**src/rtl/load_store_unit.sv**
```systemverilog
// Load/store unit between the MIPS datapath and a word-addressed data memory.
// Sub-word loads are lane-extracted and extended; sub-word stores use read-modify-write.
module load_store_unit #(
  parameter bit BIG_ENDIAN = 1'b0
) (
  input  logic        clk_i,
  input  logic        rst_ni,
  input  logic        req_i,
  input  logic        we_i,
  input  logic [1:0]  size_i,
  input  logic        sign_ext_i,
  input  logic [31:0] addr_i,
  input  logic [31:0] wdata_i,
  output logic        busy_o,
  output logic        done_o,
  output logic [31:0] rdata_o,
  output logic        err_o,
  output logic [31:0] mem_addr_o,
  output logic [31:0] mem_wdata_o,
  output logic        mem_we_o,
  input  logic [31:0] mem_rdata_i
);

  typedef enum logic [1:0] {S_IDLE, S_RD, S_WR, S_DONE} state_e;

  localparam logic [1:0] SZ_BYTE = 2'b00;
  localparam logic [1:0] SZ_HALF = 2'b01;
  localparam logic [1:0] SZ_WORD = 2'b10;

  state_e      state_q;
  logic [31:0] addr_q, wdata_q, word_q, rdata_q;
  logic [1:0]  size_q;
  logic        we_q, sign_q, err_q;
  logic        misaligned;

  // Bit offset of the addressed byte or halfword inside the memory word.
  function automatic logic [4:0] byte_shift(input logic [1:0] off);
    return BIG_ENDIAN ? {~off, 3'b000} : {off, 3'b000};
  endfunction

  function automatic logic [4:0] half_shift(input logic [1:0] off);
    return BIG_ENDIAN ? {~off[1], 4'b0000} : {off[1], 4'b0000};
  endfunction

  function automatic logic [31:0] load_format(input logic [31:0] word, input logic [1:0] off,
                                              input logic [1:0] size, input logic sgn);
    logic [7:0]  b;
    logic [15:0] h;
    b = word[byte_shift(off) +: 8];
    h = word[half_shift(off) +: 16];
    case (size)
      SZ_BYTE: return {{24{sgn & b[7]}}, b};
      SZ_HALF: return {{16{sgn & h[15]}}, h};
      default: return word;
    endcase
  endfunction

  function automatic logic [31:0] store_merge(input logic [31:0] word, input logic [1:0] off,
                                              input logic [1:0] size, input logic [31:0] wd);
    logic [31:0] w;
    w = word;
    case (size)
      SZ_BYTE: w[byte_shift(off) +: 8]  = wd[7:0];
      SZ_HALF: w[half_shift(off) +: 16] = wd[15:0];
      default: w = wd;
    endcase
    return w;
  endfunction

  assign misaligned = (size_i == SZ_HALF && addr_i[0]) ||
                      (size_i == SZ_WORD && addr_i[1:0] != 2'b00) ||
                      (size_i == 2'b11);

  always_ff @(posedge clk_i or negedge rst_ni) begin
    if (!rst_ni) begin
      // NOTE: the datapath registers are cleared too, so an abandoned access leaves no
      // stale address or write data on the memory interface.
      state_q <= S_IDLE;
      addr_q  <= '0;
      wdata_q <= '0;
      word_q  <= '0;
      rdata_q <= '0;
      size_q  <= '0;
      we_q    <= 1'b0;
      sign_q  <= 1'b0;
      err_q   <= 1'b0;
    end else begin
      // NOTE: non-blocking assignments so every register updates from pre-edge values.
      case (state_q)
        S_IDLE: begin
          err_q <= 1'b0;
          if (req_i) begin
            addr_q  <= addr_i;
            wdata_q <= wdata_i;
            size_q  <= size_i;
            we_q    <= we_i;
            sign_q  <= sign_ext_i;
            rdata_q <= '0;
            if (misaligned) begin
              err_q   <= 1'b1;
              state_q <= S_DONE;
            end else if (we_i && size_i == SZ_WORD) begin
              state_q <= S_WR;
            end else begin
              state_q <= S_RD;
            end
          end
        end
        S_RD: begin
          word_q <= mem_rdata_i;
          if (we_q) begin
            state_q <= S_WR;
          end else begin
            rdata_q <= load_format(mem_rdata_i, addr_q[1:0], size_q, sign_q);
            state_q <= S_DONE;
          end
        end
        S_WR:    state_q <= S_DONE;
        default: state_q <= S_IDLE;
      endcase
    end
  end

  assign busy_o      = (state_q != S_IDLE);
  assign done_o      = (state_q == S_DONE);
  assign mem_we_o    = (state_q == S_WR);
  assign err_o       = err_q;
  assign rdata_o     = rdata_q;
  assign mem_addr_o  = {addr_q[31:2], 2'b00};
  assign mem_wdata_o = store_merge(word_q, addr_q[1:0], size_q, wdata_q);

endmodule
```
**config.mk**
```make
export PLATFORM = sky130hd
export DESIGN_NAME = load_store_unit
export DESIGN_NICKNAME = d
export VERILOG_FILES = /design/src/rtl/load_store_unit.sv
export SDC_FILE = /design/constraint.sdc
export NUM_CORES = 1
export LEC_CHECK = 0
export CORE_MARGIN = 2
export CORE_UTILIZATION = 48
export DETAILED_ROUTE_END_ITERATION = 6
export GPL_TIMING_DRIVEN = 1
export PLACE_DENSITY = 0.81
export SYNTH_ARGS = -nofsm -noshare
export SYNTH_HDL_FRONTEND = slang
export SYNTH_SLANG_ARGS = --single-unit
```
**constraint.sdc**
```tcl
create_clock -name clk_i -period 3.43 [get_ports clk_i]
set_input_delay 0.8575 -clock clk_i [delete_from_list [all_inputs] [get_ports clk_i]]
set_output_delay 0.8575 -clock clk_i [all_outputs]
set_load 0.01 [all_outputs]
```
Yosys cells after proc, flatten, opt, wreduce, memory -nomap -nowiden
Index checks and enable logic that the tools add are counted.
{"block": "totals", "romBits": 0, "mem_bits_rw": 0, "mem_count": 0, "word_cells": 54, "ff_bits": 135, "latch_bits": 0, "output_inout_bits": 100}
{"block": "classes", "div": 0, "n_eq_ne": 9, "reduce_logical": 12, "multipliers": 0, "muxes": 14, "n_bitwise": 2, "n_lt_le_gt_ge": 0, "n_shift": 6, "n_addsub": 2}
{"cell": "one-hot mux 32 bit (2 select lines)", "n": 3}
{"cell": "bitwise mux 32 bit", "n": 2}
{"cell": "two-way mux 32 bit", "n": 2}
{"cell": "variable shift 16 x 7 -> 32 bit (first input constant)", "n": 1}
{"cell": "variable shift 8 x 7 -> 32 bit (first input constant)", "n": 1}
{"cell": "indexed part select 16 x 7 -> 32 bit", "n": 1}
{"cell": "indexed part select 32 x 6 -> 16 bit", "n": 1}
{"cell": "indexed part select 32 x 6 -> 8 bit", "n": 1}
{"cell": "indexed part select 8 x 7 -> 32 bit", "n": 1}
{"cell": "negator 5 -> 7 bit", "n": 2}
{"cell": "equality test 2 bit (second input constant)", "n": 4}
{"cell": "equality test 2 x 1 -> 1 bit (second input constant)", "n": 3}
{"cell": "two-way mux 2 bit", "n": 3}
{"cell": "one-hot mux 2 bit (3 select lines)", "n": 1}
{"cell": "nonzero test 2 bit", "n": 3}
{"cell": "zero test 2 bit", "n": 2}
{"cell": "!= test 2 bit (second input constant)", "n": 2}
{"cell": "logical AND 1 bit", "n": 3}
{"cell": "two-way mux 1 bit", "n": 3}
{"cell": "AND reduction 3 bit", "n": 1}
{"cell": "AND 1 bit", "n": 2}
{"cell": "logical OR 1 bit", "n": 2}
{"cell": "AND reduction 2 bit", "n": 1}

Depth between registers and ports, before layout
{"block": "logic_depth", "ltp_word": 7, "ltp_mapped": 10}

Worst setup path after synthesis
No wires, ideal clock.
{"block": "synth_timing", "path_kind": "reg-to-output", "start": "register addr_q[1]", "end": "output port mem_wdata_o[24]", "n_path_buf": 2, "path_stages_with_launch": 8, "required_ps": 2572, "setup_slack_ps": 369, "arrival_ps": 2203, "path_cell_list": "dfrtp_1 buf_4 inv_2 clkbuf_1 ha_1 nor4b_2 a221o_1 a22o_1"}
{"block": "synth_via", "elab_chain_cells": 4, "word_cells_on_any_way": 9, "cone_classes": "add/sub: 2; shift: 4; mux: 3"}
{"element": "start: declaration", "line": "31", "source": "logic [31:0] addr_q, wdata_q, word_q, rdata_q;"}
{"element": "start signal: assignment", "line": "93", "source": "addr_q <= addr_i;"}
{"element": "negator 5 -> 7 bit (on tied branches)", "line": "64, 63"}
{"element": "indexed part select 16 x 7 -> 32 bit, or another cell as far along", "line": "64", "source": "SZ_HALF: w[half_shift(off) +: 16] = wd[15:0];"}
{"element": "bitwise mux 32 bit (on tied branches)", "line": "64, 63"}
{"element": "one-hot mux 32 bit (2 select lines) (*)", "line": "62", "source": "case (size)"}
{"element": "end: declaration", "line": "19", "source": "output logic [31:0] mem_wdata_o,"}
Every way passes the cells marked *; elsewhere a longest branch is shown, timed or not.

Worst setup path in the final report
{"block": "layout_timing", "start": "register addr_q[1]", "end": "output port mem_wdata_o[18]"}
The elaborated chain is that of the path after synthesis.

==> out/metrics.cfg <==
[die]
die_w_um=125
rows=44
coreArea_um2=14500
start_util_pct=48.9
die_area_um2=15700
io_pins=203
die_h_um=125

[timing]
rsz0062_at_grt=no
relSlewSlack_pct=14.5
fmax_mhz=296
period_needed_ns=3.38
finalCritPeriodShare_pct=98.4
worst_slew_pin_slew_ns=1.28
hold_slack_ns=0.414
final-hold-violation-count=0
drv_slew=0
skew_ns=0.00480
finalSetupTns_ns=0
setup-violations-final=0

[finish]
drive_above_1_share_pct=24.6
regArea_um2=3380
area_growth_syn_to_layout_pct=37.3
layout.nets=856
multi_input_area_um2=3220
fillers=1057

[logic_synthesis]
synth_edf_count=0
avgSynthCellArea_um2=12.3
yosysTopAreaCell=dfrtp_1
ys_warn_count=0
synth_commonest_cells=dfrtp_1, mux2_2, a221o_1
synthCells=575
synth.top_cell.area_share_pct=47.7
ys_ff_latch=135
ys_types=48
synth-main-ff-cell=dfrtp_1
async_flop_share_pct=100
syn-cell-area_um2=7080
synth_area_leaders=dfrtp_1, mux2_2, a221o_1
synthMostInstantiatedCell=dfrtp_1
yosysSeqAreaShare_pct=47.7

[cts]
root_buffer=clkbuf_16
htree_levels=4
cts_hold_buf=0
cts.sinks=135
cts_buffers=17
clock_latency_ns=0.42
cts_tree=yes
cts.path.max_buffers=2
path_clk_slew_ns=0.06

[setup_path]
critPathKind=flip-flop to output pin
cp-start-kind=flip-flop
critPathRequiredTime_ns=2.57
crit_fanout=8
setup.worst_path.end_class=output pin
arrival_ns=2.52

[global_routing]
grt-ovfl-total=0
grt.total_usage_pct=26.7
grt_start_max_net_pins=71
grt_pass1_vias=5825
antenna_found_initial=0
grt_pass1_wl_um=32500

[status]
status=finished, final reports clean

[placed_design]
dp_hpwl_um=15200
place.gp.congestion=0.888
portBuffers=200

[drt]
antenna_left=0
wl_met1_um=8650
route.met2.wl_um=9440
drt_iter0_drc=491
drt_first_pass_iters=6
vias_per_cell=6.06
maxUsedRoutingLayer=met4
routed_wl_um=20800
wl_per_cell_um=22.1
drcViolationCount=0
met3_length_um=2100
num_vias=5713

[run]
cap_violations=0

[power]
power_density_nw_per_um2=1060
ir_drop_uv=468
power.total_w=0.0103
p_leak_nw=4.20

[worst_hold_path]
hold_class=input pin to asynchronous set/reset pin

## placed cells by master, fill, tap and decap left out, types with 8 or more instances in the layout
cell	synthesis	routed
clkdlybuf4s50_1	0	179
dfrtp_1	135	133
mux2_2	100	100
a221o_1	39	39
a22o_1	38	38
a21oi_1	25	25
nand2_1	23	20
buf_4	33	19
mux2i_1	18	18
clkbuf_16	0	17
o221ai_1	16	16
nor2_1	15	14
dlymetal6s2s_1	0	14
o21ai_0	12	12
nor2b_1	12	10
a22oi_1	8	8
ha_1	9	8
## flip-flops by register name, summed over array words and instances, names as in the netlist
name and flops:
addr_q 32, rdata_o 32, wdata_q 32, word_q 32
size_q 2, state_q 2, err_o 1, sign_q 1
we_q 1
## critical path: stages (launching register included)
cell	delay, ns
dfrtp_2	0.44
inv_2	0.10
ha_2	0.30
and4_4	0.24
a221o_1	0.33
a22o_1	0.20
clkdlybuf4s50_1	0.48
## repair_timing
action                     CTS  global route
setup buffers                3             2
pin swaps                    0             2
gates resized for setup     17            21
cloned                       1             0
setup endpoints to repair   24            25
## path summary, 6_finish.rpt
kind	start	endpoint	slack, ns	cells after the start
worst min register to register	rdata_o[4]$_DFFE_PN0P_	rdata_o[4]$_DFFE_PN0P_	0.49	2
worst min-delay path	rst_ni	rdata_o[3]$_DFFE_PN0P_	0.41	1
worst max register to register	state_q[1]$_DFFE_PN0P_	rdata_o[28]$_DFFE_PN0P_	1.11	5
min in group clk_i	rdata_o[4]$_DFFE_PN0P_	rdata_o[4]$_DFFE_PN0P_	0.49	2
max in group asynchronous	rst_ni	word_q[1]$_DFFE_PN0N_	2.19	2
worst max-delay path	addr_q[1]$_DFFE_PN0P_	mem_wdata_o[18]	0.05	6
## through the flow
step           instances  worst slack [ns]  util [%]  cell area, um2
2_1_floorplan        576             0.369         -            7080
3_3_place_gp         903             0.221      62.2            9010
3_5_place_dp         903             0.209      62.2            9010
4_1_cts              939           -0.0109      66.7            9650
5_1_grt              941           0.00253      67.1            9720
6_report             942            0.0537      67.2            9720
## cell type report
type                       instances  share of cell area (%)
timing repair buffer             224                    23.4
antenna                            1                  0.0257
clock buffer                      21                    4.84
inverter                          10                   0.399
tap                              184                    2.37
sequential                       135                    34.8
multi-input combinational        356                    33.1
clock inverter                    11                    1.03
## metal layers
metal | up-vias | GRT usage [%]
li1 | 2511 | -
met1 | 2812 | 35.3
met2 | 345 | 40.5
met3 | 45 | 8.81
met4 | 0 | 11.0
met5 | - | 0
## cell families after synthesis
family	count (synthesis)	share of synthesized area (%)
AOI/OAI and AO/OA	155	17.8
adders and majority gates	9	1.59
buffers and inverters	85	7.18
DFF	135	47.7
muxes	125	20.7
other	1	0.0530
and+or+nand+nor	65	4.95
## where the power goes
| group | switching (W) | internal, W | total, W |
|---|---|---|---|
| sequential | 0.000699 | 0.00238 | 0.00308 |
| clock | 0.000687 | 0.00105 | 0.00174 |
| combinational | 0.00245 | 0.00306 | 0.00551 |
Note: power is estimated with default switching activity, not from simulation.
==> variant (same flow settings) <==
Change the parameter `BIG_ENDIAN` from 1'b0 to 1'b1.
--- a/src/rtl/load_store_unit.sv
+++ b/src/rtl/load_store_unit.sv
@@ -3,3 +3,3 @@
 module load_store_unit #(
-  parameter bit BIG_ENDIAN = 1'b0
+  parameter bit BIG_ENDIAN = 1'b1
 ) (
Formal check against the unedited RTL: not equivalent (a bounded check fails within 4 cycles, from zero or initial values and one cycle with rst_ni low).
==> variant against the original RTL <==
Sequential cell count is the same; hold slack improved by 0.069 ns; clock power decreased by 2%; design area is 0.58% lower; global-route usage up 0.36 points; synthesized area decreased by 0.34%; routed wire length is 0.48% lower; combinational power is essentially flat; total power shrank 0.47%; worst setup slack got worse by 0.0021 ns.
==> variant: results (changes against the original RTL) <==
| Metric | Value |
|---|---|
| Synth async-reset ratio | `100.0% (unchanged)` |
| Synth area leaders | `dfrtp_1 48%, mux2_2 16%, buf_4 3.5%` |
| First-pass GRT wire length | `33150 um (+2.1%)` |
| Detailed-router iteration count before antenna repair | `5 (-1)` |
| Port-buffer cells | `200 (unchanged)` |
| CP Data Arrival Time | `2.52 ns (about the same)` |
| TritonCTS buffer count | `17 (unchanged)` |
| H-tree levels | `4 (unchanged)` |
| Fillers | `1063 (+0.57%)` |
| HPWL after DPL | `14980 um (-1.7%)` |
| Layout net count | `892 (+4.2%)` |
| Initial antenna violation count | `0 (unchanged)` |
| Gpl congestion | `0.9276 (+4.4%)` |
| Routed wire length | `20680 um (-0.48%)` |
| Normalized max-slew margin | `17.75% (+3.3 points)` |
| Vias in the first global route | `5966 (+2.4%)` |
| Overall Global Routing Usage | `27.04% (+0.36 points)` |
| CTS root buffer | `clkbuf_16` |
| Top post-synthesis cells by count | `135 x dfrtp_1, 103 x mux2_2, 41 x nand2_1` |
| Largest net degree at the start of global routing | `87 (+23%)` |
| Number of synthesis warnings | `0 (unchanged)` |
| Peak supply drop | `0.4867 mV (+3.9%)` |
| HP Class | `primary input to async pin` |
| Maximum clock path buffer count | `2 (unchanged)` |
| Netlist cell types | `53 (+10%)` |
| Clock Skew | `0.008374 ns (+0.003570 ns)` |
| Routed vias | `5801 (+1.5%)` |
| Inserted Diodes | `0 (-1)` |
| Clk Latency, worst-skew pair | `0.42 ns (about the same)` |
| Proportion of layout cells with a drive suffix above 1 | `22.85% (-1.7 points)` |
| Register area share after synthesis | `47.88% (+0.16 points)` |
| Leakage | `0.004221 uW (+0.39%)` |
| CP Max Fanout | `6 (-2)` |
| Synth Flop Type | `dfrtp_1` |
| Reg clk slew, reported paths | `0.06 ns (about the same)` |
| DRT iter0 DRCs | `606 (+23%)` |
| Status | `complete, no violations` |
variant: path summary, 6_finish.rpt:
check                            start               to  slack [ns]  depth (start not counted)
setup / recovery             addr_q[0]  mem_wdata_o[16]        0.05                          6
hold / removal                  rst_ni       rdata_o[9]        0.48                          1
setup reg to reg            state_q[1]      rdata_o[29]        0.59                          6
hold reg to reg            rdata_o[14]      rdata_o[14]        0.49                          1
max in group asynchronous       rst_ni       addr_q[25]        2.21                          2
min in group clk_i         rdata_o[14]      rdata_o[14]        0.49                          1
variant: routing by layer:
metal	global-route usage, %	wire length, um
met4	11.70	756
met3	8.430	2033
met1	35.81	8412
met2	41.27	9478
met5	0	0
variant: kinds of logic (layout without fill, tap and decap cells):
group,count (synthesis),count (layout),share of synthesized area [%]
buffers and inverters,93,270,7.413
other,1,2,0.05315
adder cells (fa/ha/maj),9,9,1.596
AND/OR/NAND/NOR,124,124,9.239
flip-flops,135,135,47.88
AO/OA/AOI/OAI,130,130,14.51
multiplexers,122,122,19.31
variant: worst max-delay path, cell delays in order, from the launching register on:
cell	delay (ns)
dfrtp_2	0.45
buf_4	0.17
ha_1	0.28
a21oi_2	0.34
nand2_1	0.11
o211ai_1	0.18
clkdlybuf4s50_1	0.57
variant: timing repair:
item,CTS,global route
endpoints found under the setup margin,23,25
buffers inserted,0,3
endpoints found under the hold margin,0,0
hold buffers,0,0
pin swaps,0,4
resized for setup,14,19
variant: stage by stage:
| step | worst slack [ns] | area (um2) | power, uW | instances | TNS [ns] |
|---|---|---|---|---|---|
| floorplan | 0.1099 | 7059 | 6238 | 615 | 0 |
| global placement | 0.2122 | 8992 | 8292 | 942 | 0 |
| detailed placement | 0.1093 | 8992 | 8448 | 942 | 0 |
| CTS | -0.008946 | 9583 | 10250 | 973 | -0.01040 |
| global route | -0.02434 | 9667 | 10880 | 976 | -0.04806 |
| finish | 0.05168 | 9667 | 10280 | 976 | 0 |
variant: layout make-up:
class	count	area, um2	share of cell area [%]
Multi-Input combinational cell	387	3237	33.48
Inverter	18	67.56	0.6989
Tap cell	184	230.2	2.382
Clock inverter	12	106.4	1.100
Timing Repair Buffer	221	2201	22.77
Sequential cell	135	3382	34.99
Clock buffer	19	442.9	4.582
variant: report_power, final:
group | total (uW) | switching (uW) | internal, uW
logic | 5500 | 2510 | 2990
registers | 3080 | 703 | 2380
clock network | 1700 | 693 | 1010
